--- src/rtl/imem_boot_pkg.sv ---
// Shared types and defaults for the instruction-memory boot loader.
// Optional build macro: IMEM_BOOT_CHECKSUM_EN.
package imem_boot_pkg;

  localparam int ADDR_W_DEF = 8;
  localparam int DATA_W_DEF = 32;
  localparam int RELEASE_DELAY_MAX = 15;

  typedef enum logic [2:0] {
    IDLE,
    LOAD,
    DRAIN,
    RUN,
    ERROR
  } boot_state_t;

endpackage

--- src/rtl/imem_boot_loader_timer.sv ---
// Release timer: 4-bit load/count/expire counter used while draining.
// Expires on the DELAY-th enabled cycle after a load.
module boot_release_timer #(
  parameter int DELAY = 4
) (
  input  logic clk,
  input  logic reset,
  input  logic load,
  input  logic en,
  output logic expire
);

  localparam logic [3:0] LAST = 4'(DELAY - 1);

  logic [3:0] cnt;

  always_ff @(posedge clk or negedge reset) begin
    if (!reset) begin
      cnt <= '0;
    end else if (load) begin
      cnt <= '0;
    end else if (en) begin
      cnt <= cnt + 4'd1;
    end
  end

  assign expire = en && (cnt == LAST);

endmodule

--- src/rtl/imem_boot_loader.sv ---
// Streams program words into instruction memory, then releases core reset.
// Optional build macro: IMEM_BOOT_CHECKSUM_EN (expected_sum / calc_sum).
module imem_boot_loader
  import imem_boot_pkg::*;
#(
  parameter int ADDR_W        = ADDR_W_DEF,
  parameter int DATA_W        = DATA_W_DEF,
  parameter int BASE_ADDR     = 0,
  parameter int RELEASE_DELAY = 4
) (
  input  logic              clk,
  input  logic              reset,
  input  logic              start,
  input  logic              s_valid,
  output logic              s_ready,
  input  logic [DATA_W-1:0] s_data,
  input  logic              s_last,
  output logic              imem_we,
  output logic [ADDR_W-1:0] imem_addr,
  output logic [DATA_W-1:0] imem_wdata,
  output logic              core_reset,
  output logic              busy,
  output logic              done,
  output logic              error,
`ifdef IMEM_BOOT_CHECKSUM_EN
  input  logic [DATA_W-1:0] expected_sum,
  output logic [DATA_W-1:0] calc_sum,
`endif
  output logic [ADDR_W:0]   word_count
);

  localparam logic [ADDR_W-1:0] BASE = ADDR_W'(BASE_ADDR);
  localparam logic [ADDR_W:0]   CAP  = {1'b1, {ADDR_W{1'b0}}};

  boot_state_t state, state_n;

  logic [ADDR_W-1:0] ptr;
  logic hs, full, wr, sum_ok;
  logic enter_load, drain_go, expire;

  assign s_ready = (state == LOAD);
  assign hs      = s_valid & s_ready;
  assign full    = (word_count == CAP);
  assign wr      = hs & ~full;

`ifdef IMEM_BOOT_CHECKSUM_EN
  assign sum_ok = ((calc_sum + s_data) == expected_sum);
`else
  assign sum_ok = 1'b1;
`endif

  assign drain_go = wr & s_last & sum_ok;

  always_comb begin
    state_n    = state;
    enter_load = 1'b0;
    unique case (state)
      IDLE, RUN, ERROR: begin
        if (start) begin
          state_n    = LOAD;
          enter_load = 1'b1;
        end
      end
      LOAD: begin
        // an overflowing word is dropped, never wrapped
        if (hs && full) begin
          state_n = ERROR;
        end else if (hs && s_last) begin
          state_n = sum_ok ? DRAIN : ERROR;
        end
      end
      DRAIN: begin
        if (expire) state_n = RUN;
      end
      default: state_n = IDLE;
    endcase
  end

  always_ff @(posedge clk or negedge reset) begin
    if (!reset) begin
      state      <= IDLE;
      ptr        <= BASE;
      word_count <= '0;
      imem_we    <= 1'b0;
      imem_addr  <= BASE;
      imem_wdata <= '0;
    end else begin
      state   <= state_n;
      imem_we <= wr;
      if (enter_load) begin
        ptr        <= BASE;
        word_count <= '0;
      end else if (wr) begin
        ptr        <= ptr + ADDR_W'(1);
        word_count <= word_count + (ADDR_W+1)'(1);
        imem_addr  <= ptr;
        imem_wdata <= s_data;
      end
    end
  end

`ifdef IMEM_BOOT_CHECKSUM_EN
  always_ff @(posedge clk or negedge reset) begin
    if (!reset) begin
      calc_sum <= '0;
    end else if (enter_load) begin
      calc_sum <= '0;
    end else if (wr) begin
      calc_sum <= calc_sum + s_data;
    end
  end
`endif

  boot_release_timer #(
    .DELAY (RELEASE_DELAY)
  ) u_timer (
    .clk    (clk),
    .reset  (reset),
    .load   (drain_go),
    .en     (state == DRAIN),
    .expire (expire)
  );

  assign core_reset = (state != RUN);
  assign busy       = (state == LOAD) || (state == DRAIN);
  assign done       = (state == RUN);
  assign error      = (state == ERROR);

endmodule

--- config.mk ---
export PLATFORM = sky130hd
export DESIGN_NAME = imem_boot_loader
export DESIGN_NICKNAME = d
export VERILOG_FILES = /design/src/rtl/imem_boot_pkg.sv /design/src/rtl/imem_boot_loader_timer.sv /design/src/rtl/imem_boot_loader.sv
export SDC_FILE = /design/constraint.sdc
export NUM_CORES = 1
export LEC_CHECK = 0
export ABC_AREA = 1
export CORE_ASPECT_RATIO = 1.5
export CORE_UTILIZATION = 50
export DETAILED_ROUTE_END_ITERATION = 8
export PLACE_DENSITY = 0.93
export SLEW_MARGIN = 15
export SYNTH_ARGS = -nofsm -noshare
export SYNTH_HDL_FRONTEND = slang
export SYNTH_SLANG_ARGS = --single-unit
--- constraint.sdc ---
create_clock -name clk -period 3.6 [get_ports clk]
set_clock_uncertainty 0.1 [all_clocks]
set_input_delay 1.08 -clock clk [delete_from_list [all_inputs] [get_ports clk]]
set_output_delay 1.08 -clock clk [all_outputs]
set_load 0.02 [all_outputs]
---- Yosys cells after proc, flatten, opt, wreduce, memory -nomap -nowiden ----
Cells that the tools add are included.
operators by class
  $add $sub $neg .......................... 3
  eq/ne operators ......................... 10
  muxes and demuxes ....................... 13
  bitwise operators ....................... 5
  reductions and logical operators ........ 10
operator list
  kind                                                   count
  two-way mux 9 bit                                      2
  two-way mux 8 bit                                      2
  two-way mux 3 bit                                      4
  adder 9 x 1 -> 9 bit, second input constant            1
  equality test 9 bit, second input constant             1
  case mux 3 bit (3 select lines)                        1
  adder 8 x 1 -> 8 bit, second input constant            1
  two-way mux 4 bit                                      2
  equality test 3 x 2 -> 1 bit, second input constant    2
  adder 4 x 1 -> 4 bit, second input constant            1
  equality test 4 x 2 -> 1 bit, second input constant    1
  inequality test 2 bit, second input constant           2
  nonzero test 2 bit                                     2
  bitwise AND 1 bit                                      3
  equality test 3 x 1 -> 1 bit, second input constant    1
  equality test 3 bit, second input constant             1
  logical AND 1 bit                                      3
  zero test 3 bit                                        1
  inequality test 3 x 1 -> 1 bit, second input constant  1
  inequality test 3 x 2 -> 1 bit, second input constant  1
  AND reduction 3 bit                                    1
  OR reduction 3 bit                                     1
  two-way mux 1 bit                                      2
  NOT 1 bit                                              2
  other kinds (2)                                        2
word-level totals
  bits in registers ....................... 65
  bits of input ports ..................... 37

---- Depth between registers and ports, before layout ----
  depth after elaboration ................. 6
  depth in mapped cells ................... 11

---- Modules after synthesis ----
From an unflattened synthesis, not the netlist that was laid out.
second synthesis, totals
  cells, all modules ...................... 357
  area total of the unflattened synthesis .. 2977.9 sq um
by module, submodules not included
  module              instances  cells each  area each (sq um)  sequential area each (sq um)
  imem_boot_loader    1          332         2768.9             1526.5
  boot_release_timer  1          25          209.0              100.1

---- Least setup slack after synthesis ----
No wires, ideal clock.
  path type ............................... flip-flop to output port
  from .................................... register state[2]
  to ...................................... output port core_reset
  data arrival time ....................... 1045 ps
  required time ........................... 2420 ps
  path slack .............................. 1375 ps
  stages on the path, launching flop included .. 5
  buffers on the path ..................... 0
  cells stage by stage .................... dfrtp_1 > inv_2 > nand2_1 > nor2_1 > inv_1
between the ends
  word-level cells in the longest chain between the ends .. 1
RTL lines
  element                         RTL line                 RTL
  start, declared                 imem_boot_loader.sv:35   boot_state_t state, state_n;
  start signal, assigned          imem_boot_loader.sv:88   state <= state_n;
  inequality test 3 x 2 -> 1 bit  imem_boot_loader.sv:124  assign core_reset = (state != RUN);
  end, declared                   imem_boot_loader.sv:21   output logic core_reset,
No other way between the ends.

---- Final worst setup path ----
  from .................................... register state[0]
  to ...................................... output port busy
between the ends
  word-level cells in the longest chain between the ends .. 2
  elaborated cells between the ends (all ways) .. 3
  classes of those cells .................. 2 x eq/ne; 1 x reduce/logical
RTL lines
  element                                                                       RTL line                 RTL
  equality test 3 x 1 -> 1 bit or equality test 3 x 2 -> 1 bit (tied branches)  imem_boot_loader.sv:125  assign busy = (state == LOAD) || (state == DRAIN);
  logical OR 1 bit *                                                            imem_boot_loader.sv:125
  end, declared                                                                 imem_boot_loader.sv:22   output logic busy,
Every way passes the cells marked *; elsewhere a longest branch is shown, timed or not.

==> metrics.md <==
| Metric | Value |
|---|---|
| Outcome | finished clean |
| Setup Buffers After CTS | 0 |
| Antenna viol nets, final | 0 |
| Port-buffer cells | 91 |
| Placed insts | 500 |
| P per Cell Area | a little under 800 nW/um^2 |
| Logic pwr share | approximately 45% |
| Diodes inserted | 0 |
| Routed vias | about 2600 |
| Slew Viols, Final | 0 |
| CTS buffer count | 9 |
| Unrepaired setup endpoints after global routing | false |
| CP Class | register to output port |
| Placer congestion estimate | 0.814 |
| Switching share of total power | approximately two fifths |
| Synthesized cell area | between 2000 and 3000 sq um |
| Max Cap Violations | 0 |
| Smallest hold slack | approximately 0.38 ns |
| CTS Hold Buffers Added | 0 |
| #FFs+latches synth | 65 |
| Number of global-route vias before repair | 2593 |
| CP cell instances | inv_1, nand3_1, nand2_1, clkdlybuf4s50_1 |
| First-pass GRT wire length | approximately 12 mm |
| Reg-to-reg slack, setup | around 1.4 ns |
| Root Buffer | clkbuf_8 |
| Critical Path Start Type | register |
| Flop pwr share | between 30 and 40% |
| Setup TNS | 0 ns |
| Deepest clock path buffer count | 2 |
| Syn_area_per_cell | a little under 9 sq um |
| Via density per instance | 5.05 |
| Tmin final | roughly 3 ns |
| DRT iter0 DRCs | 135 |
| # setup viols final | 0 |
| # resized after CTS | 0 |
| Worst path arrival time | around 1.8 ns |
| Top-Level Pins | 92 |
| Required @ worst endpoint | 2.42 ns |
| Yosys warns | 0 |
| Die area | 6300 sq um |
| CP endpoint kind | output port |
| Initial core utilization | between 50% and 60% |
| Drt drc | 0 |
| Row count | 34 |
| Total Power | 3260 uW |
| Crit share post-route | between 80% and 90% |
| Initial antenna violation count | 0 |
| F_max | about 330 MHz |
| Final Hold Fails | 0 |
| Switching power total | 1260 uW |
| CTS Sinks | 65 |
| TritonCTS clock tree | yes |
| WL per Instance | approximately 13 um |
| Crit-path slowest cell | clkdlybuf4s50_1 |
| Worst Tran Pin Value | about 0.73 ns |
| GRT Total Usage | between 20% and 30% |
| Clock power share | 20.7% |
| Slowest stage delay, CP | around 0.61 ns |
| Final wirelength | 6.82 mm |
| Seq/Total Area, Yosys | a little over half |
| Layout net count | 480 |
| Core region area | between 5000 and 6000 sq um |
| Clk slew on worst S/H paths | ~0.070 ns |
| Post-Layout Cell Count | a little over 500 |
| Hpwl dp | ~5.1 mm |
| Worst-Skew Late Latency | 0.34 ns |
| Largest vdd supply drop | roughly 0.38 mV |
| Grt total ovfl | 0 |
| Place WS | approximately 0.7 ns |
| Largest net degree at the start of global routing | 34 |
| Fillers | roughly 460 |
| Layout area overhead | 38.5% |
| Drt first pass iters | 4 |
| Synth cell types | 22 |
| CTS H-Tree Depth | 3 |
| Critical Path Fanout Max | 5 |
| Number of cells produced by synthesis | between 300 and 400 |
| Worst rel slew slack | 51.5% |
| Die Ht | slightly below 100 um |
| Setup ws final | 0.603 ns |
| Internal power | around 2000 uW |
| Net Count, Synth | between 300 and 400 |
| Share of layout cells above drive strength 1 | ~8.6% |
| HP Class | register to register |
| Static leakage | slightly above 0.002 uW |
| Die span in x | 65.1 um |
## per-layer routing
metal / GRT usage [%] / vias to the layer above / wire [um]
met3: 6.13 / 17 / 274
met4: 10.9 / 0 / 185
met1: 28.5 / 1248 / 2660
met2: 40.9 / 84 / 3700
met5: 0 / - / 0
li1: - / 1255 / -
## cell families (layout without fill, tap and decap cells)
logic type / Yosys count / in the layout / synth area share, %
and+or+nand+nor: 199 / 199 / 27.0
DFF: 65 / 65 / 54.4
buffers and inverters: 41 / 139 / 7.49
AOI/OAI and AO/OA: 23 / 23 / 5.36
xor gates and xnor gates: 14 / 14 / 4.10
adders and majority gates: 4 / 4 / 1.67
## critical path, delay by kind of cell, from the launching register on
family / cells / cell delay, ns
buffers and inverters: 2 / 0.74
DFF: 1 / 0.41
and+or+nand+nor: 2 / 0.33
## cells in the final DEF (no fill, tap or decap)
cell type and instances:
inv_1 25, nand2_2 2, nor2_4 1, nor2_1 16, buf_4 2, clkinv_2 2, ha_1 4, nand4_1 3
buf_12 2, o22ai_2 1, dfrtp_1 65, nor3_1 1, o21ai_0 3, xor2_1 11, inv_2 3, clkbuf_1 1
clkinv_4 1, clkdlybuf4s50_1 90, clkbuf_8 10, buf_2 1, xnor2_1 3, nand3_2 1, o21ai_1 8, nand3_1 26
a21oi_1 1, bufinv_16 2, nand2_1 149, o21ai_2 10
## through the flow
| stage | utilization [%] | instance area (sq um) |
|---|---|---|
| finish | 71.6 | 4140 |
| global route | 71.6 | 4140 |
| CTS | 71.6 | 4140 |
| detailed placement | 67.8 | 3920 |
| global placement | 67.8 | 3920 |
| floorplan | - | 2990 |
## final timing paths
path | startpoint | end | depth (start not counted)
worst max-delay path | state[0] | busy | 4
worst min-delay path | imem_wdata[12] | imem_wdata[12] | 2
worst max register to register | word_count[0] | ptr[3] | 8
worst min register to register | imem_wdata[12] | imem_wdata[12] | 2
max in group asynchronous | reset | imem_wdata[24] | 2
min in group asynchronous | reset | imem_wdata[21] | 1
## power by group through the flow
stage                     Clock (uW)  Sequential (uW)  Combinational, uW
after global placement             0             1120               1430
final                            677             1120               1470
after floorplan                    0             1360                647
after global routing             727             1150               1590
after detailed placement           0             1130               1480
after CTS                        688             1120               1480
## synthesized netlist by cell type (all sizes together)
cell / number / area, sq um
o21ai: 21 / 143
xnor2: 3 / 26.3
nand3: 27 / 140
dfrtp: 65 / 1630
xor2: 11 / 96.3
a21oi: 1 / 5.00
ha: 4 / 50.1
nand2: 151 / 572
nand4: 3 / 18.8
nor3: 1 / 5.00
inv: 28 / 105
o22ai: 1 / 12.5
buf: 13 / 119
nor2: 17 / 71.3
## cell type report
cell class / instances / area [sq um] / share of cell area [%]
Sequential cell: 65 / 1630 / 39.3
Multi-Input combinational cell: 240 / 1140 / 27.5
Tap cell: 72 / 90.1 / 2.17
Clock inverter: 5 / 78.8 / 1.90
Timing Repair Buffer: 95 / 961 / 23.2
Clock buffer: 11 / 141 / 3.41
Inverter: 28 / 105 / 2.54
## flip-flops by register name, summed over array words and instances (netlist names)
register,cells
imem_addr,8
imem_we,1
word_count,9
imem_wdata,32
u_timer.cnt,4
state,3
ptr,8
Note: power is estimated with default switching activity, not from simulation.
